### src/rtl/console_pkg.sv
// Shared definitions for the console write path: screen geometry, control codes and FSM states.
package console_pkg;

    localparam int ADDR_W = 13;
    localparam int COL_W  = 7;
    localparam int ROW_W  = 6;
    localparam int COLS   = 100;
    localparam int ROWS   = 60;

    localparam logic [7:0] BLANK_CHAR = 8'h20;
    localparam logic [7:0] CHAR_BS    = 8'h08;
    localparam logic [7:0] CHAR_LF    = 8'h0A;
    localparam logic [7:0] CHAR_FF    = 8'h0C;
    localparam logic [7:0] CHAR_CR    = 8'h0D;

    localparam logic [COL_W-1:0]  LAST_COL       = COL_W'(COLS - 1);
    localparam logic [ROW_W-1:0]  LAST_ROW       = ROW_W'(ROWS - 1);
    localparam logic [ADDR_W-1:0] ROW_STRIDE     = ADDR_W'(COLS);
    localparam logic [ADDR_W-1:0] ROW_CLEAR_LAST = ADDR_W'(COLS - 1);
    localparam logic [ADDR_W-1:0] ALL_CLEAR_LAST = ADDR_W'(COLS * ROWS - 1);

    typedef enum logic [1:0] {
        IDLE,
        CLEAR_ROW,
        CLEAR_ALL
    } state_t;

endpackage

### src/rtl/console_cursor.sv
// Cursor position for the console writer; rowBase tracks row*COLS incrementally so no multiplier is needed.
module console_cursor
    import console_pkg::*;
(
    input  logic              writeClock,
    input  logic              resetN,
    input  logic              inc,
    input  logic              dec,
    input  logic              cr,
    input  logic              newLine,
    input  logic              home,
    output logic [COL_W-1:0]  col,
    output logic [ROW_W-1:0]  row,
    output logic [ADDR_W-1:0] rowBase,
    output logic              lastCol
);

    logic advance;

    assign lastCol = (col == LAST_COL);
    // A printable in the last column behaves like a newline after its write
    assign advance = newLine | (inc & lastCol);

    always_ff @(posedge writeClock or negedge resetN) begin
        if (!resetN) begin
            col     <= '0;
            row     <= '0;
            rowBase <= '0;
        end else if (home) begin
            col     <= '0;
            row     <= '0;
            rowBase <= '0;
        end else begin
            if (advance || cr) begin
                col <= '0;
            end else if (inc) begin
                col <= col + COL_W'(1);
            end else if (dec && (col != '0)) begin
                col <= col - COL_W'(1);
            end

            if (advance) begin
                if (row == LAST_ROW) begin
                    row     <= '0;
                    rowBase <= '0;
                end else begin
                    row     <= row + ROW_W'(1);
                    rowBase <= rowBase + ROW_STRIDE;
                end
            end
        end
    end

endmodule

### src/rtl/console_writer.sv
// Write side of the text console: byte stream in, character RAM writes out, with CR/LF/BS/FF handling.
// Define CONSOLE_CLEAR_ON_RESET_EN to blank the whole screen after every reset.
module console_writer
    import console_pkg::*;
(
    input  logic              writeClock,
    input  logic              resetN,
    input  logic [7:0]        byteIn,
    input  logic              byteValid,
    output logic              byteReady,
    output logic [ADDR_W-1:0] addrWChar,
    output logic [7:0]        dataWChar,
    output logic              weChar,
    output logic [COL_W-1:0]  cursorCol,
    output logic [ROW_W-1:0]  cursorRow,
    output logic              busy
);

`ifdef CONSOLE_CLEAR_ON_RESET_EN
    localparam state_t RESET_STATE = CLEAR_ALL;
`else
    localparam state_t RESET_STATE = IDLE;
`endif

    state_t            state;
    logic [ADDR_W-1:0] clearCnt;
    logic [ADDR_W-1:0] rowBase;
    logic              lastCol;
    logic              accept;
    logic              incC, decC, crC, nlC, homeC;

    assign byteReady = (state == IDLE);
    assign busy      = ~byteReady;
    assign accept    = byteValid & byteReady;

    always_comb begin
        incC  = 1'b0;
        decC  = 1'b0;
        crC   = 1'b0;
        nlC   = 1'b0;
        homeC = 1'b0;
        if (accept) begin
            unique case (byteIn)
                CHAR_CR: crC   = 1'b1;
                CHAR_LF: nlC   = 1'b1;
                CHAR_BS: decC  = 1'b1;
                CHAR_FF: homeC = 1'b1;
                default: incC  = 1'b1;
            endcase
        end
    end

    console_cursor cursor (
        .writeClock (writeClock),
        .resetN     (resetN),
        .inc        (incC),
        .dec        (decC),
        .cr         (crC),
        .newLine    (nlC),
        .home       (homeC),
        .col        (cursorCol),
        .row        (cursorRow),
        .rowBase    (rowBase),
        .lastCol    (lastCol)
    );

    // Clear writes trail the state by one cycle, so the wrapping character's write never collides with them
    always_ff @(posedge writeClock or negedge resetN) begin
        if (!resetN) begin
            state     <= RESET_STATE;
            clearCnt  <= '0;
            weChar    <= 1'b0;
            addrWChar <= '0;
            dataWChar <= '0;
        end else begin
            weChar <= 1'b0;
            unique case (state)
                IDLE: begin
                    clearCnt <= '0;
                    if (incC) begin
                        weChar    <= 1'b1;
                        addrWChar <= rowBase + ADDR_W'(cursorCol);
                        dataWChar <= byteIn;
                        if (lastCol) state <= CLEAR_ROW;
                    end else if (decC && (cursorCol != '0)) begin
                        weChar    <= 1'b1;
                        addrWChar <= rowBase + ADDR_W'(cursorCol) - ADDR_W'(1);
                        dataWChar <= BLANK_CHAR;
                    end else if (nlC) begin
                        state <= CLEAR_ROW;
                    end else if (homeC) begin
                        state <= CLEAR_ALL;
                    end
                end
                CLEAR_ROW: begin
                    weChar    <= 1'b1;
                    addrWChar <= rowBase + clearCnt;
                    dataWChar <= BLANK_CHAR;
                    if (clearCnt == ROW_CLEAR_LAST) state <= IDLE;
                    else                            clearCnt <= clearCnt + ADDR_W'(1);
                end
                CLEAR_ALL: begin
                    weChar    <= 1'b1;
                    addrWChar <= clearCnt;
                    dataWChar <= BLANK_CHAR;
                    if (clearCnt == ALL_CLEAR_LAST) state <= IDLE;
                    else                            clearCnt <= clearCnt + ADDR_W'(1);
                end
                default: state <= IDLE;
            endcase
        end
    end

endmodule

### config.mk
export PLATFORM = sky130hd
export DESIGN_NAME = console_writer
export DESIGN_NICKNAME = d
export VERILOG_FILES = /design/src/rtl/console_pkg.sv /design/src/rtl/console_cursor.sv /design/src/rtl/console_writer.sv
export SDC_FILE = /design/constraint.sdc
export NUM_CORES = 1
export LEC_CHECK = 0
export ABC_AREA = 1
export BUFFER_PORTS_ARGS = -buffer_cell sky130_fd_sc_hd__buf_2
export CAP_MARGIN = 10
export CORE_UTILIZATION = 39
export CTS_CLUSTER_SIZE = 16
export DETAILED_ROUTE_END_ITERATION = 10
export PLACE_DENSITY = 0.58
export SYNTH_ARGS = -nofsm -noshare
export SYNTH_HDL_FRONTEND = slang
export SYNTH_SLANG_ARGS = --single-unit
### constraint.sdc
create_clock -name writeClock -period 8.2 [get_ports writeClock]
set_clock_uncertainty 0.2 [all_clocks]
set_input_delay 0.41 -clock writeClock [delete_from_list [all_inputs] [get_ports writeClock]]
set_output_delay 0.41 -clock writeClock [all_outputs]
set_load 0.01 [all_outputs]
# Word level (Yosys, flattened, before mapping)
# Index checks and enable logic that the tools add are counted.
# W data, S select, Z words.
totals:
  wordCells: 92
  inputBits: 11
  output_inout_bits: 37
  register_bits: 63
op_classes:
  n_reduce_logical: 14
  bitwise: 4
  add_sub_neg: 8
  n_mux: 40
  n_eq_ne: 18
op_table:
  columns: ["op", "n"]
  rows:
  - ["$mux W13", 7]
  - ["$pmux W13 S3", 2]
  - ["$eq A8 B4 Y1 const B", 4]
  - ["$mux W7", 4]
  - ["$mux W6", 3]
  - ["$mux W8", 2]
  - ["$pmux W8 S2", 1]
  - ["$mux W2", 7]
  - ["$add A13 B1 Y13 const B", 1]
  - ["$add A13 B13 Y13", 1]
  - ["$add A13 B7 Y13", 1]
  - ["$add A13 B7 Y13 const B", 1]
  - ["$eq A13 B13 Y1 const B", 1]
  - ["$eq A13 B7 Y1 const B", 1]
  - ["$sub A13 B1 Y13 const B", 1]
  - ["$mux W1", 12]
  - ["$ne A2 B2 Y1 const B", 4]
  - ["$add A7 B1 Y7 const B", 1]
  - ["$eq A7 B7 Y1 const B", 1]
  - ["$reduce_bool A7 Y1", 1]
  - ["$sub A7 B1 Y7 const B", 1]
  - ["$add A6 B1 Y6 const B", 1]
  - ["$eq A6 B6 Y1 const B", 1]
  - ["$pmux W2 S3", 1]
  - ["21 further kinds", 24]

# Logic depth before layout (Yosys ltp)
# Gate-level depths: netlist (run 1).
depth:
  ltp_word: 9
  depth_mapped: 16
  ltp_nobuf: 16

# Modules after synthesis
# From an unflattened synthesis (run 1), not the netlist that was laid out.
unflattened:
  hier_cells: 830
  area_unflattened_um2: 5511.5
modules_own_cells:
  columns: ["module", "area_each_um2", "cells_per_inst", "n_inst", "seq_area_each_um2"]
  rows:
  - ["console_writer", 3849.9, 597, 1, 925.9]
  - ["console_cursor", 1661.6, 233, 1, 600.6]

# Worst setup path after synthesis (run 1)
# Ideal clock, no wire load.
synth_path:
  path_kind: "register to register"
  from: "register state[0]"
  to: "register cursor.col[6]"
  arrival_ps: 2450
  synth_period_minus_slack_ps: 2769
  n_path_buf: 1
  path_slack_ps: 5431
  required_ps: 7881
  stages_incl_launch_ff: 15
  setup_time_ps: 119
  cell_sequence: "dfrtp_1 inv_1 ha_1 nand2_1 nor2_2 nand3_4 buf_6 ha_1 a21oi_1 o21ai_0 a21o_1 a21oi_1 xor2_1 nor2_1 o21a_1"
synth_between:
  elab_chain_cells: 8
  word_cells_on_any_way: 15
  cone_classes: "8 x mux; 3 x bitwise; 4 x reduce/logical"
synth_rtl:
  columns: ["item", "line_no", "rtl"]
  rows:
  - ["from (decl)", "console_writer.sv:25", "state_t state;"]
  - ["from (signal assigned)", "console_writer.sv:70", "state <= RESET_STATE;"]
  - ["from (signal assigned)", "console_writer.sv:84", "if (lastCol) state <= CLEAR_ROW;"]
  - ["from (signal assigned)", "console_writer.sv:90", "state <= CLEAR_ROW;"]
  - ["$logic_not A2 Y1 (*)", "console_writer.sv:32", "assign byteReady = (state == IDLE);"]
  - ["named net byteReady", "console_writer.sv:10", "output logic byteReady,"]
  - ["$and A1 B1 Y1 (*)", "console_writer.sv:34", "assign accept = byteValid & byteReady;"]
  - ["$mux W1", "console_writer.sv:42", "if (accept) begin"]
  - ["$and A1 B1 Y1", "console_cursor.sv:22", "assign advance = newLine | (inc & lastCol);"]
  - ["$or A1 B1 Y1", "console_cursor.sv:22", null]
  - ["$logic_or A1 B1 Y1", "console_cursor.sv:34", "if (advance || cr) begin"]
  - ["$mux W7", "console_cursor.sv:34", null]
  - ["$mux W7", "console_cursor.sv:29", "end else if (home) begin"]
  - ["to (signal assigned)", "console_cursor.sv:37", "col <= col + COL_W'(1);"]
  - ["to (signal assigned)", "console_cursor.sv:39", "col <= col - COL_W'(1);"]
  - ["to (decl)", "console_cursor.sv:12", "output logic [COL_W-1:0] col,"]
# Mark *: on every way through the listed nets, which the timed path passes. The rest lies on a longest branch.
# A chain may end at the register's enable or synchronous reset.

# Worst setup path in the final report (run 1)
layout_path:
  from: "register state[0]"
  to: "register cursor.col[6]"
layout_between:
  elab_chain_cells: 8
  word_cells_on_any_way: 15
  cone_classes: "8 x mux; 3 x bitwise; 4 x reduce/logical"
layout_rtl:
  columns: ["item", "line_no"]
  rows:
  - ["$logic_not A2 Y1 (*)", "console_writer.sv:32"]
  - ["$and A1 B1 Y1 (*)", "console_writer.sv:34"]
  - ["$mux W1", "console_writer.sv:42"]
  - ["$and A1 B1 Y1", "console_cursor.sv:22"]
  - ["$or A1 B1 Y1", "console_cursor.sv:22"]
  - ["$logic_or A1 B1 Y1", "console_cursor.sv:34"]
  - ["$mux W7", "console_cursor.sv:34"]
  - ["$mux W7", "console_cursor.sv:29"]
# Mark *: on every way between the ends. The rest lies on a longest branch, timed or not.

==> results.md, run 1 <==
- DIE WIDTH: 113 um
- Worst hold path class: in2async
- DRT iter0 DRCs: 245
- Syn nets: 729
- R2R setup slack: 5220 ps
- Fmax: 335 MHz
- H-tree depth: 3
- Hold_ws: 56.9 ps
- Post-CTS sizing: 0
- Clock sinks: 61
- Post-Synthesis Cell Area: 4800 um2
- Pre-CTS setup slack: 5230 ps
- MaxCap Viol Count: 0
- Data arrival time of the worst path: 3010 ps
- # hold bufs at CTS: 0
- Ys Warns: 0
- DP HPWL: 10300 um
- Core ar.: 12000 um2
- Root Driver: clkbuf_16
- R2R Path Start: state[0]
- Design area: 5430 um2
- CTS Buf Count: 9
- Crit Path Class: reg2reg
- Clock transition at path regs: 50 ps
- Seq/Total Area, Yosys: 0.318
- Max transition margin: 0.447
- Final Setup Violations: 0
- Top_reg_cell synth: dfrtp_1
- Path depth of the worst reg2reg path: 13
- Yosys reg bits: 61
- DR DRC count: 0
- Area grow syn2layout: 13.1%
- Critical Path Max Stage Delay: 420 ps
- Worst setup SP type: flop
- Final net count: 773
- Netlist cell types: 44
- Post-CTS Setup Inserts: 0
- Pin count of the biggest net entering global routing: 62
- Post-DP Area: 5140 um2
- CP endpoint kind: flop
- Latest clock arrival within the worst-skew pair: 340 ps
- CP max-delay cell: ha_1
- Delay-heaviest family, CP: compound AO/OA/AOI/OAI gates
- CP Cell Sequence: inv_1, ha_1, nand2_1, nor2_2, nand3_4, ha_1, a21oi_1, o21ai_0, a21o_1, a21oi_1, xor2_1, nor2_1, o21a_1
- Initial Utilization: 0.400
- Leftover overflow at the end of global routing: 0
- Setup ws final: 5220 ps
- Final wirelength: 13500 um
- Die Area: 12800 um2
- Drt via density: 5.24
- I/O Buffers: 47
- RSZ-0062 raised after global routing: false
- Routed wire per std cell: 15.3 um
- Initial antenna violation count: 0
- CP Buf/Inv Count: 1
- Async set-reset flop share out of synthesis: 1.00
- Min Tclk post-route: 2980 ps
- Pwr Density: 342 nW/um2
- Tcrit/Tclk final: 0.364
- Vias: 4624
- Final slew viol count: 0
- Worst Setup SP: state[0]
- Status: complete, no violations
- Crit path max fanout: 18
- Num rows: 40
- Share of layout cells above drive strength 1: 0.140
- Final hold viol count: 0
- I/O Pins: 48
- CTS Buffer Depth: 2
- GRT Total Usage: 0.225
- Maximum vdd drop: 0.179 mV
- Least-Margin Pin Slew: 826 ps
- Lkg Pwr: 2.70 nW
- CTS tree: done
- Number of synthesized flops with an enable pin: 0
- Post-Synthesis Cells: 687
- Mean Syn Cell Area: 6.99 um2
- Vias in the first global route: 4441
- Die extent in y: 113 um
- Req. time, crit path: 8230 ps
- DRT antenna net count: 0
- Worst path depth: 13
- Global-route wire length before repair: 22300 um
- Drt pass-1 iters: 5
- Gpl congestion: 0.941
- Final setup TNS: 0 ps
- Diodes inserted: 0
==> layout by cell type, fill, tap and decap left out, types with 13 or more instances in the layout <==
cell / netlist / layout
a21oi_1: 58 / 58
buf_2: 5 / 47
dfrtp_1: 61 / 61
ha_1: 30 / 30
inv_1: 78 / 78
nand2_1: 171 / 171
nand3_1: 51 / 51
nor2_1: 65 / 65
nor3_1: 19 / 19
o21ai_0: 38 / 38
xor2_1: 13 / 13
==> through the flow <==
stage | cells | power, W | utilization
after floorplan | 687 | 0.00120 | -
after global placement | 867 | 0.00146 | 0.428
after detailed placement | 867 | 0.00147 | 0.428
after CTS | 883 | 0.00187 | 0.452
after global routing | 883 | 0.00202 | 0.452
final | 883 | 0.00186 | 0.452
==> synthesized netlist by cell type (2+ instances only) <==
cell | number | share of area
a21o_1 | 2 | 0.0031
a21oi_1 | 58 | 0.060
buf_2 | 5 | 0.0052
buf_6 | 3 | 0.0070
clkbuf_1 | 4 | 0.0031
dfrtp_1 | 61 | 0.32
ha_1 | 30 | 0.078
inv_1 | 78 | 0.061
inv_2 | 6 | 0.0047
nand2_1 | 171 | 0.13
nand2_2 | 9 | 0.012
nand3_1 | 51 | 0.053
nand3_2 | 3 | 0.0063
nand3_4 | 2 | 0.0073
nand3b_1 | 3 | 0.0047
nand4_1 | 10 | 0.013
nor2_1 | 65 | 0.051
nor2_2 | 10 | 0.013
nor3_1 | 19 | 0.020
nor3_2 | 2 | 0.0042
nor4_1 | 7 | 0.0091
o21a_1 | 5 | 0.0078
o21ai_0 | 38 | 0.040
o22ai_1 | 5 | 0.0065
o31ai_1 | 5 | 0.0078
or2_2 | 2 | 0.0026
xnor2_1 | 3 | 0.0055
xor2_1 | 13 | 0.024
xor2_2 | 2 | 0.0068
==> per-layer routing <==
metal  global-route usage  vias up  share of wire
li1                     -     2360              -
met1                0.291     2166           0.47
met5                    0        -              0
met3               0.0407       21          0.032
met2                0.374       77           0.48
met4               0.0868        0          0.020
==> worst paths after layout <==
path | end
min reg2reg | dataWChar[3]
min | addrWChar[8]
max | cursor.col[6]
max reg2reg | cursor.col[6]
min in group writeClock | dataWChar[7]
max in group asynchronous | clearCnt[2]
==> area by class of cell <==
cell class / count / area, um2
Fill cell: 1253 / 6580
Multi-Input combinational cell: 527 / 2870
Sequential cell: 61 / 1530
Inverter: 84 / 315
Clock buffer: 12 / 246
Timing Repair Buffer: 48 / 243
Tap cell: 147 / 184
Clock inverter: 4 / 47.5
==> flip-flops by register name, summed over array words and instances (netlist names) <==
signal          cells
addrWChar          13
clearCnt           13
cursor.col          7
cursor.row          6
cursor.rowBase     11
dataWChar           8
state               2
weChar              1
==> power by group <==
part | total, W | internal, W | leakage (nW) | switching (W)
Clock | 0.000383 | 0.000242 | 0.143 | 0.000140
Sequential | 0.000475 | 0.000390 | 0.777 | 0.0000850
Combinational | 0.000998 | 0.000331 | 1.78 | 0.000668
Total | 0.00186 | 0.000963 | 2.70 | 0.000893
==> cells by family after synthesis <==
logic type                 Yosys count  synth area share
AOI/OAI and AO/OA                  121             0.140
adders and majority gates           31            0.0824
xor gates and xnor gates            18            0.0360
and+or+nand+nor                    357             0.339
DFF                                 61             0.318
buffers and inverters               99            0.0845
No activity file was read; power rests on OpenSTA's default activity.
==> inputs of run 2 (changes only) <==
--- a/config.mk
+++ b/config.mk
@@ -5,13 +5,13 @@
 export SDC_FILE = /design/constraint.sdc
 export NUM_CORES = 1
 export LEC_CHECK = 0
-export ABC_AREA = 1
+export ABC_AREA = 0
 export BUFFER_PORTS_ARGS = -buffer_cell sky130_fd_sc_hd__buf_2
 export CAP_MARGIN = 10
 export CORE_UTILIZATION = 39
 export CTS_CLUSTER_SIZE = 16
 export DETAILED_ROUTE_END_ITERATION = 10
-export PLACE_DENSITY = 0.58
+export PLACE_DENSITY = 0.6
 export SYNTH_ARGS = -nofsm -noshare
 export SYNTH_HDL_FRONTEND = slang
 export SYNTH_SLANG_ARGS = --single-unit
==> constraint.sdc (replaced) <==
create_clock -name writeClock -period 2.4 [get_ports writeClock]
set_clock_uncertainty 0.2 [all_clocks]
set_input_delay 0.12 -clock writeClock [delete_from_list [all_inputs] [get_ports writeClock]]
set_output_delay 0.12 -clock writeClock [all_outputs]
set_load 0.01 [all_outputs]
==> run 2 against run 1 <==
The run now ends with negative setup slack left. Synthesized cell count down 25%. Via count fell by 0.76%. First-iteration DRC count fell by 11%. Combinational power shrank 92%. Final area rose by 20%. Global-route usage is 1.9 points higher. Critical endpoint is now addrWChar[8]. Largest power group is now the clock network.
==> results.md, run 2 <==
- Syn nets: 559
- CP Cell Sequence: ha_4, or4_4, nand3_2, buf_4, nand4_4, o311a_1, o31a_1, nor3_2, o22a_1
- Number of synthesized flops with an enable pin: 0
- MaxCap Viol Count: 0
- Vias in the first global route: 4458
- Cell with the most instances after synthesis: dfrtp_1
- Core ar.: 11000 um2
- I/O Pins: 48
- Worst setup SP type: flop
- Register area: 1530 um2
- Leftover overflow at the end of global routing: 0
- Clock transition at path regs: 60 ps
- Drt via density: 5.51
- Hold Crit Start: byteIn[2]
- DP HPWL: 9920 um
- I/O Buffers: 47
- R2R Path Start: cursor.rowBase[3]
- Worst hold path class: in2reg
- Pwr Total: 0.00243 W
- Synth area leader: dfrtp_1
- Failing checks: negative setup slack
- Area grow syn2layout: 45.4%
- RSZ-0062 raised after global routing: true
- Most common cell after layout, fill and taps aside: buf_4
- Mean Syn Cell Area: 8.63 um2
- Setup ws final: -248 ps
- DRT antenna net count: 0
- GRT Total Usage: 0.245
- Drt pass-1 iters: 4
- Gpl congestion: 0.893
- CP endpoint kind: flop
- Top post-synthesis cells by count: dfrtp_1 (61), nand2_1 (50), nor2_1 (41)
- Lkg Pwr: 3.20 nW
- Share of layout cells above drive strength 1: 0.359
- Tcrit/Tclk final: 1.10
- Post-Synthesis Cells: 517
- Max transition margin: 0.489
- Least-Margin Pin Slew: 767 ps
- CP max-delay cell: or4_4
- Netlist cell types: 62
- Clock power share: 0.545
- Post-Synthesis Cell Area: 4460 um2
- Global-route wire length before repair: 22100 um
- Critical Path Max Stage Delay: 510 ps
- CTS tree: done
- Ys Warns: 0
- Delay-heaviest family, CP: simple AND/OR/NAND/NOR gates
- Fmax: 378 MHz
- Die Area: 11900 um2
- Crit Path Class: reg2reg
- Pre-CTS setup slack: -550 ps
- Maximum vdd drop: 0.453 mV
- H-tree depth: 3
- Pwr Density: 375 nW/um2
- Seq pwr share: 0.423
- Final Setup Violations: 10
- Top Registers: addrWChar x13, clearCnt x13, cursor.rowBase x11
- DR DRC count: 0
- Sw power: 0.000545 W
- Root Driver: clkbuf_16
- Worst Setup SP: cursor.rowBase[3]
- Initial antenna violation count: 0
- Yosys reg bits: 61
- Seq/Total Area, Yosys: 0.342
- CTS Buffer Depth: 2
- Fillcell total: 947
- Final wirelength: 13500 um
- Pin count of the biggest net entering global routing: 31
- DIE WIDTH: 109 um
- Final hold viol count: 0
- Initial Utilization: 0.406
- Min Tclk post-route: 2650 ps
- Commonest cells after routing, fill and taps aside: buf_4 (118), dfrtp_1 (60), nand2_1 (50), buf_2 (47), nor2_1 (39)
- Share of the synthesized area in the top cell type: 0.342
- Comb pwr share: 0.032
- Switching Share: 0.224
- Routed wire per std cell: 16.3 um
- Final slew viol count: 0
- Status: complete, but fails checks
- Die extent in y: 109 um
- DRT iter0 DRCs: 217
- Vias: 4589
- Top_reg_cell synth: dfrtp_1
- Num rows: 38
- Req. time, crit path: 2480 ps
- Async set-reset flop share out of synthesis: 1.00
- Data arrival time of the worst path: 2730 ps
- Synth area leaders: dfrtp_1 (34%), ha_1 (8.4%), o21ai_0 (4.5%)
- Multi-input logic area: 3060 um2
- Latest clock arrival within the worst-skew pair: 350 ps
- Diodes inserted: 0
- Final net count: 730
- P_int: 0.00189 W
- CP Buf/Inv Count: 1
- CTS Buf Count: 9
- Crit path max fanout: 4
- Clock sinks: 61
run 2: changes by cell type after synthesis, sizes merged, moves of 11 or more:
cell    before  now
nand2      181   50
inv         84   12
clkbuf       5   21
a22o         0   11
nand3       56   22
a21oi       59   25
xnor2        3   16
nor2        75   41
run 2: area by class of cell:
type                       count  area share
clock buffer                  10      0.0368
sequential                    61       0.235
clock inverter                 6     0.00964
inverter                      12     0.00694
tap                          140      0.0270
timing repair buffer         188       0.212
multi-input combinational    416       0.472
run 2: path summary, 6_finish.rpt:
| kind | end | slack, ps | cells after the start |
|---|---|---|---|
| min in group asynchronous | dataWChar[4] | 190 | 2 |
| worst max register to register | addrWChar[8] | -250 | 9 |
| max in group asynchronous | clearCnt[1] | 1050 | 3 |
| worst min-delay path | cursor.col[6] | 170 | 6 |
| worst max-delay path | addrWChar[8] | -250 | 9 |
| worst min register to register | addrWChar[3] | 270 | 2 |
run 2: power by group through the flow:
stage,clock [W],combinational (W),sequential (W)
floorplan,0,0.0000149,0.00105
global placement,0,0.0000621,0.00105
detailed placement,0,0.0000633,0.00105
CTS,0.00135,0.0000747,0.00103
global route,0.00140,0.0000863,0.00103
finish,0.00133,0.0000776,0.00103
run 2: per-layer routing:
| layer | vias to the layer above | GRT usage | part of all wire |
|---|---|---|---|
| met1 | 2232 | 0.317 | 0.47 |
| met4 | 0 | 0.0820 | 0.016 |
| met2 | 78 | 0.403 | 0.48 |
| li1 | 2264 | - | - |
| met5 | - | 0 | 0 |
| met3 | 15 | 0.0508 | 0.035 |
run 2: kinds of logic after synthesis:
| family | after synthesis | synth area share |
|---|---|---|
| AO/OA/AOI/OAI | 153 | 0.236 |
| XOR/XNOR | 29 | 0.0569 |
| adder cells (fa/ha/maj) | 31 | 0.0886 |
| buffers and inverters | 40 | 0.0367 |
| flip-flops | 61 | 0.342 |
| multiplexers | 9 | 0.0202 |
| AND/OR/NAND/NOR | 194 | 0.220 |
run 2: repair_timing:
action	in CTS	in global routing
gates cloned	0	1
resized for setup	20	42
hold buffers	9	0
hold endpoints to repair	36	0
endpoints found under the setup margin	24	37
setup buffers	7	15
pin swaps	13	27
run 2: per-stage QoR:
stage          setup TNS, ps  area (um2)  cells  hold WS, ps   util
3_5_place_dp          -14040        5690    790         30.9  0.518
4_1_cts                -1880        6230    820          171  0.567
6_report               -1740        6490    833          173  0.591
2_1_floorplan          -5260        4560    517         -376      -
5_1_grt                -3530        6490    833          224  0.591
3_3_place_gp          -12690        5690    790         41.4  0.518
run 2: worst register-to-register path, delay by kind of cell (launching register included):
family                     cells  cell delay, ps
AOI/OAI and AO/OA              3             780
DFF                            1             410
buffers and inverters          1             120
adders and majority gates      1             270
and+or+nand+nor                4             800
